**config.mk**
```make
export PLATFORM = sky130hd
export DESIGN_NAME = instr_encoder
export DESIGN_NICKNAME = d
export VERILOG_FILES = /design/src/rtl/instr_encoder.sv
export SDC_FILE = /design/constraint.sdc
export NUM_CORES = 1
export LEC_CHECK = 0
export BUFFER_PORTS_ARGS = -buffer_cell sky130_fd_sc_hd__buf_2
export CAP_MARGIN = 20
export CORE_MARGIN = 2
export CORE_UTILIZATION = 30
export CTS_CLUSTER_SIZE = 14
export DETAILED_ROUTE_END_ITERATION = 7
export HOLD_SLACK_MARGIN = 0.02
export PLACE_DENSITY_LB_ADDON = 0.3
export SLEW_MARGIN = 15
export SYNTH_ARGS = -nofsm -noshare
export SYNTH_HDL_FRONTEND = slang
export SYNTH_SLANG_ARGS = --single-unit
```
**constraint.sdc**
```tcl
create_clock -name clk -period 4.1 [get_ports clk]
set_input_delay 0.205 -clock clk [delete_from_list [all_inputs] [get_ports clk]]
set_output_delay 0.205 -clock clk [all_outputs]
set_load 0.01 [all_outputs]
```
**src/rtl/instr_encoder.sv**
```systemverilog
// instr_encoder: packs field-level encode requests into 32-bit ARM words,
// queues them in a DEPTH-entry FIFO and writes them sequentially into imem.
// Build option: define ENC_BRANCH_ABS_EN to treat the branch imm24 field as
// an absolute word target, converted here to a PC+8 relative offset.
// Handshake: a transfer happens on a rising edge where valid (req_valid or
// imem_we) and ready (req_ready or imem_ready) are both high; imem_we never
// depends on imem_ready, req_ready only looks at occupancy and the pop.
module instr_encoder #(
   parameter int DEPTH = 4,
   parameter int AW    = 6
) (
   input  logic          clk,
   input  logic          reset,
   input  logic          start,
   input  logic [AW-1:0] start_addr,
   input  logic          req_valid,
   output logic          req_ready,
   input  logic [1:0]    req_class,
   input  logic [3:0]    req_cond,
   input  logic [5:0]    req_funct,
   input  logic [3:0]    req_rn,
   input  logic [3:0]    req_rd,
   input  logic [11:0]   req_src2,
   input  logic [23:0]   req_imm24,
   output logic          imem_we,
   input  logic          imem_ready,
   output logic [AW-1:0] imem_addr,
   output logic [31:0]   imem_wdata,
   output logic [AW:0]   count,
   output logic          err,
   output logic          busy
);

   localparam int PW = $clog2(DEPTH);
   localparam logic [PW:0]   OCC_FULL = (PW+1)'(DEPTH);
   localparam logic [PW:0]   OCC_ONE  = (PW+1)'(1);
   localparam logic [PW-1:0] PTR_ONE  = PW'(1);
   localparam logic [AW-1:0] ADDR_ONE = AW'(1);
   localparam logic [AW:0]   CNT_ONE  = (AW+1)'(1);
   localparam logic [AW:0]   CNT_MAX  = {1'b1, {AW{1'b0}}};

   logic [31:0]   mem_q [DEPTH];
   logic [31:0]   mem_d [DEPTH];
   logic [PW-1:0] wptr_q, wptr_d;
   logic [PW-1:0] rptr_q, rptr_d;
   logic [PW:0]   occ_q, occ_d;
   logic [AW-1:0] enc_addr_q, enc_addr_d;
   logic [AW-1:0] wr_addr_q, wr_addr_d;
   logic [AW:0]   count_q, count_d;
   logic          err_q, err_d;

   logic        empty, full, pop, accept, illegal, push;
   logic [23:0] br_off;
   logic [31:0] enc_word;

   assign empty   = (occ_q == '0);
   assign full    = (occ_q == OCC_FULL);
   // Writes are suppressed while reset or start is asserted so discarded
   // words never reach imem.
   assign imem_we   = reset & ~start & ~empty;
   assign pop       = imem_we & imem_ready;
   assign req_ready = reset & ~start & (~full | pop);
   assign accept    = req_valid & req_ready;
   assign illegal   = (req_class == 2'b11);
   assign push      = accept & ~illegal;

`ifdef ENC_BRANCH_ABS_EN
   // Branch target is absolute; the core reads PC+8, so bias by two words.
   assign br_off = req_imm24 - (24'(enc_addr_q) + 24'd2);
`else
   assign br_off = req_imm24;
`endif

   // Pack the request fields into the decoder's Op/Funct/Src2 layout.
   always_comb begin
      enc_word = {req_cond, req_class, req_funct, req_rn, req_rd, req_src2};
      if (req_class == 2'b10) begin
         enc_word = {req_cond, 3'b101, req_funct[4], br_off};
      end
   end

   // Next-state for FIFO, address counters, write count and error flag.
   always_comb begin
      mem_d      = mem_q;
      wptr_d     = wptr_q;
      rptr_d     = rptr_q;
      occ_d      = occ_q;
      enc_addr_d = enc_addr_q;
      wr_addr_d  = wr_addr_q;
      count_d    = count_q;
      err_d      = err_q;
      if (start) begin
         wptr_d     = '0;
         rptr_d     = '0;
         occ_d      = '0;
         enc_addr_d = start_addr;
         wr_addr_d  = start_addr;
         count_d    = '0;
         err_d      = 1'b0;
      end else begin
         if (push) begin
            mem_d[wptr_q] = enc_word;
            wptr_d        = wptr_q + PTR_ONE;
            enc_addr_d    = enc_addr_q + ADDR_ONE;
         end
         if (pop) begin
            rptr_d    = rptr_q + PTR_ONE;
            wr_addr_d = wr_addr_q + ADDR_ONE;
            if (count_q != CNT_MAX) begin
               count_d = count_q + CNT_ONE;
            end
         end
         if (push && !pop) begin
            occ_d = occ_q + OCC_ONE;
         end else if (pop && !push) begin
            occ_d = occ_q - OCC_ONE;
         end
         if (accept && illegal) begin
            err_d = 1'b1;
         end
      end
   end

   // State registers with synchronous active-low reset.
   always_ff @(posedge clk) begin
      if (!reset) begin
         for (int i = 0; i < DEPTH; i++) begin
            mem_q[i] <= '0;
         end
         wptr_q     <= '0;
         rptr_q     <= '0;
         occ_q      <= '0;
         enc_addr_q <= '0;
         wr_addr_q  <= '0;
         count_q    <= '0;
         err_q      <= 1'b0;
      end else begin
         mem_q      <= mem_d;
         wptr_q     <= wptr_d;
         rptr_q     <= rptr_d;
         occ_q      <= occ_d;
         enc_addr_q <= enc_addr_d;
         wr_addr_q  <= wr_addr_d;
         count_q    <= count_d;
         err_q      <= err_d;
      end
   end

   assign imem_addr  = wr_addr_q;
   assign imem_wdata = empty ? 32'd0 : mem_q[rptr_q];
   assign count      = count_q;
   assign err        = err_q;
   assign busy       = ~empty;

endmodule

```
; After elaboration in Yosys (flattened, before gate mapping)
; Cells that the tools add are included.
[totals]
register_bits = 149
word_cells = 61
[classes]
muxes = 12
order_cmp = 3
n_addsub = 6
eq_ne = 4
n_reduce_logical = 12
bitwise = 14
[ops]
columns = cell, n
row1 = 128-bit bitwise mux, 1
row2 = 32-bit two-way mux, 4
row3 = 32-bit binary-select mux with 2-bit select, 1
row4 = 32-bit demux with 2-bit select, 1
row5 = 28-bit two-way mux, 1
row6 = 6-bit two-way mux, 2
row7 = 7-bit by 1-bit adder with 7-bit output (second input constant), 1
row8 = 7-bit != test (second input constant), 1
row9 = 6-bit by 1-bit adder with 6-bit output (second input constant), 1
row10 = 1-bit AND, 6
row11 = 3-bit >= comparator (second input constant), 2
row12 = 3-bit two-way mux, 2
row13 = 2-bit inverter with 3-bit output, 2
row14 = 1-bit inverter, 5
row15 = 2-bit by 1-bit adder with 2-bit output (second input constant), 2
row16 = 2-bit equality test (second input constant), 2
row17 = 1-bit logical AND, 4
row18 = 2-bit AND reduction, 2
row19 = 2-bit nonzero test, 2
row20 = 3-bit by 1-bit adder with 3-bit output (second input constant), 1
row21 = 3-bit equality test (second input constant), 1
row22 = 3-bit zero test, 1
row23 = 3-bit by 1-bit less-than comparator with 1-bit output (second input constant), 1
row24 = 3-bit by 1-bit subtractor with 3-bit output (second input constant), 1
row25 = 3 further kinds, 4

; Longest topological paths before layout
[logic_depth]
word_depth = 12
ltp_mapped = 11
mapped_depth_nobuf = 9

; Worst setup path after synthesis
; Ideal clock, no wire load.
[synth_timing]
path_kind = reg-to-reg
from = register occ_q[0]
to = register occ_q[2]
arrival_time_ns = 2.198
stages_incl_launch_ff = 11
slack_ns = 1.832
path_buffers = 2
cell_sequence = dfxtp_1 > or4b_1 > buf_2 > and3_1 > clkbuf_1 > ha_1 > inv_1 > fa_1 > xor2_1 > or3_1 > a21oi_1
[synth_via]
elab_chain_len = 11
[synth_rtl]
columns = item, line_no
row1 = "start, declared", 46  ; logic [PW:0] occ_q, occ_d;
row2 = "start signal, assigned", 132  ; occ_q <= '0;
row3 = "start signal, assigned", 141  ; occ_q <= occ_d;
row4 = 3-bit zero test, 56  ; assign empty = (occ_q == '0);
row5 = 1-bit inverter, 60  ; assign imem_we = reset & ~start & ~empty;
row6 = 1-bit AND, 60
row7 = 1-bit AND, 61  ; assign pop = imem_we & imem_ready;
row8 = 1-bit OR *, 62  ; assign req_ready = reset & ~start & (~full | pop);
row9 = 1-bit AND *, 62
row10 = 1-bit AND *, 63  ; assign accept = req_valid & req_ready;
row11 = 1-bit AND *, 65  ; assign push = accept & ~illegal;
row12 = net push, 52  ; logic empty, full, pop, accept, illegal, push;
row13 = 1-bit zero test, 115  ; end else if (pop && !push) begin
row14 = 1-bit logical AND, 115
row15 = 2-bit nonzero test (no source line), -
; The timed path passes the listed nets; every way through them passes the cells marked *. The select of a mux whose other input is x is not followed.
; A chain may end at the register's enable or synchronous reset.

; Final worst setup path
[layout_timing]
from = register occ_q[0]
to = register occ_q[1]
[layout_via]
elab_chain_len = 11
[layout_rtl]
columns = item, line_no
row1 = 3-bit zero test, 56
row2 = 1-bit inverter, 60
row3 = 1-bit AND, 60
row4 = 1-bit AND, 61
row5 = 1-bit OR, 62
row6 = 1-bit AND, 62
row7 = 1-bit AND, 63
row8 = 1-bit AND, 65
row9 = 1-bit zero test, 115
row10 = 1-bit logical AND, 115
row11 = 2-bit nonzero test (no source line), -
; Several ways; a longest one is shown, not always the timed one. The select of a mux whose other input is x is not followed.

==> summary.md <==
| Metric | Value |
|---|---|
| Yosys top cell by area | dfxtp_1 |
| Fmax | between 300 and 400 MHz |
| Total GRT Usage | between 10% and 20% |
| CP Capture Type | register |
| Status | finished, final reports clean |
| CTS tree | yes |
| Initial drt markers | ~220 |
| Critical Path Fanout Max | 12 |
| Die area | around 0.023 mm^2 |
| Top cells by area, synth | dfxtp_1 46%, mux4_2 11%, nand3_1 10% |
| Gpl congestion | a little under 0.8 |
| DRC | 0 |
| Filler-free cell count of the finished design | 1044 |
| TritonRoute pass-1 iters | 4 |
| Worst Path Arrival | slightly above 3000 ps |
| Worst slew pin tran | between 800 and 900 ps |
| Total number of vias | between 5000 and 6000 |
| Post-Route WL | around 16 mm |
| WL per Instance | about 15 um |
| Post-route cell area | just under 0.008 mm^2 |
| Avg Inst Size Synth | 9.677 um^2 |
| Register-to-Register Path Depth | 8 |
| Final Core Density | 37.12% |
| # H-tree levels | 4 |
| Family with the most delay on the worst path | simple AND/OR/NAND/NOR gates |
| Yosys top cell area share | 46.08% |
| Share of layout cells above drive strength 1 | between 20% and 30% |
| Async SR Flop Fraction | 0% |
| ANT cells | 0 |
| Core area | ~0.021 mm^2 |
| CTS Buf Count | 17 |
| Area Growth Syn to Fin | 20.93% |
| Hold path startpoint | start_addr[5] |
| Fin crit period | roughly 2800 ps |
| Number of global-route vias before repair | between 4000 and 5000 |
| Hpwl dp | a little over 10 mm |
| Clock buffer depth | 2 |
| WP buf/inv | 2 |
| Die Ht | ~150 um |
| Tcrit/Tclk final | 68.29% |
| Clock network latency to the later pin of the worst-skew pair | ~420 ps |
| Critical-path cell list | nor3_1 -> nor2_1 -> clkinv_1 -> ha_1 -> inv_1 -> fa_1 -> mux2i_1 -> nor2_1 |
| Synth Net Count | roughly 750 |
| Fillers | between 2000 and 2500 |
| # IOs | approximately 120 |
| Register clock-pin slew on the reported worst setup and hold paths | approximately 60 ps |
| Post-CTS Resized | 0 |
| Seq. cell area | roughly 0.0030 mm^2 |
| Rows | 53 |
| Reg2reg end | occ_q[1]$_SDFFE_PP0P_ |
| Placed Area | between 0.007 and 0.008 mm^2 |
| Antenna Nets Post-Route | 0 |
| Crit path top cell by count | nor2_1 |
| Cell Area, Synth | ~0.0065 mm^2 |
| CTS hold repair buffers | 0 |
| CP max-delay cell | nor2_1 |
| Top FF cell, synth | dfxtp_1 |
| P per Cell Area | 406.4 mW/mm^2 |
| Multi-input logic area | around 0.0032 mm^2 |
| R2r setup slk | approximately 1300 ps |
| # port buffers | between 100 and 150 |
| Largest net degree at the start of global routing | 79 |
| Register area share after synthesis | approximately 46% |
| WS Path Type | reg2reg |
| Commonest non-fill, non-tap cell in the layout | dfxtp_1 |
| Postcts setup bufs | 0 |
| Via/cell ratio | just under 5 |
| CP Launch Type | register |
| Cell count after synthesis | 669 |
| Reg2Reg Launch Point | occ_q[0]$_SDFFE_PP0P_ |
| Slew Limit Headroom | a little over 40% |
| Root buffer cell | clkbuf_16 |
| Worst Hold End | imem_addr[5]$_SDFFE_PN0P_ |
| Yosys reg bits | between 100 and 150 |
| Initial Utilization | slightly above 30% |
| Worst Hold Depth | 4 |
| Req. time, crit path | roughly 4400 ps |
| Final setup vio count | 0 |
| Hold Crit Class | in2reg |
| Worst VDD drop | 0.2458 mV |
| Max-slew violations | 0 |
| MaxCap Viol Count | 0 |
| Clock skew | about 10 ps |
| Final Hold Fails | 0 |
| Most frequent cells in the layout | 147 x dfxtp_1, 134 x nand3_1, 134 x o21ai_0 |
| LEAKAGE | ~3.0 nW |
| Clk sink count | ~150 |
| Setup TNS | 0 ps |
| Synth warn | 0 |
| Antenna violations before repair | 0 |
| Total grt overflow | 0 |
| Max incr delay on CP | roughly 630 ps |
| Cell count after placement | approximately 1000 |
| First-pass GRT wire length | 25.12 mm |
| Die X | 150.9 um |
| Layout Nets | between 800 and 900 |
| Post-synth EDFFs | 0 |
| Unrepaired setup endpoints after global routing | no |
| Synth cell types | 45 |
## state kept, by name, summed over array words and instances (netlist names)
name / count
err: 1
imem_addr: 6
count: 7
rptr_q: 2
mem_q: 128
occ_q: 3
wptr_q: 2
## how the worst max path moves through the flow
stage / startpoint / end / slack, ps / cells after the start
4_1_cts: occ_q[0]$_SDFFE_PP0P_ / occ_q[2]$_SDFFE_PP0P_ / 1330 / 9
2_1_floorplan: occ_q[0]$_SDFFE_PP0P_ / occ_q[2]$_SDFFE_PP0P_ / 1830 / 10
3_3_place_gp: occ_q[0]$_SDFFE_PP0P_ / occ_q[2]$_SDFFE_PP0P_ / 1370 / 9
3_5_place_dp: occ_q[0]$_SDFFE_PP0P_ / occ_q[2]$_SDFFE_PP0P_ / 1330 / 9
5_1_grt: occ_q[0]$_SDFFE_PP0P_ / occ_q[2]$_SDFFE_PP0P_ / 1060 / 9
6_report: occ_q[0]$_SDFFE_PP0P_ / occ_q[1]$_SDFFE_PP0P_ / 1300 / 8
## report_power, final
group / internal (mW) / total [mW] / switching, mW
registers: 1.47 / 1.48 / 0.0133
clock network: 0.879 / 1.50 / 0.626
logic: 0.0789 / 0.195 / 0.116
## per-stage QoR
stage          hold WS [ps]  power [mW]  worst slack [ps]
5_1_grt               91.78       3.318              1056
2_1_floorplan         382.4       1.629              1832
3_5_place_dp          455.9       1.711              1334
3_3_place_gp          448.9       1.710              1370
4_1_cts               78.20       3.233              1326
6_report              91.36       3.181              1300
## final cells by class
cell class | count | share of cell area [%]
clock inverter | 11 | 1.438
tap | 275 | 4.395
multi-input combinational | 450 | 40.88
timing repair buffer | 128 | 8.790
sequential | 149 | 38.13
inverter | 10 | 0.4795
clock buffer | 21 | 5.881
## layer usage
| layer | GRT usage (%) | wire length [um] |
|---|---|---|
| met5 | 0 | 0 |
| met4 | 4.907 | 216 |
| met3 | 2.801 | 478 |
| met2 | 24.05 | 7701 |
| met1 | 18.45 | 7504 |
## synthesized netlist by cell type, drive strengths merged (3+ instances only)
| cell | n |
|---|---|
| dfxtp | 149 |
| nand3 | 134 |
| o21ai | 134 |
| and2 | 34 |
| clkbuf | 33 |
| mux4 | 32 |
| buf | 27 |
| mux2i | 27 |
| nand2 | 18 |
| nor2 | 11 |
| inv | 9 |
| ha | 8 |
| a21oi | 6 |
| nand4 | 6 |
| nor3 | 4 |
| xor2 | 4 |
| xnor2 | 3 |
## cell families (layout without fill, tap and decap cells)
kind of cell               after synthesis  after routing  synth area share [%]
xor gates and xnor gates                 7              7                0.9471
and+or+nand+nor                        219            219                 18.25
adders and majority gates                9              9                 1.856
muxes                                   59             59                 15.31
buffers and inverters                   70            170                 4.735
DFF                                    149            149                 46.08
AOI/OAI and AO/OA                      156            156                 12.83
## worst register-to-register path: stages, from the launching register on
cell and delay, ps:
dfxtp_1 410, nor3_1 140, nor2_1 630, clkinv_1 450
ha_1 340, inv_1 70, fa_1 400, mux2i_1 160
nor2_1 60
Power figures use the tool's default switching activity.
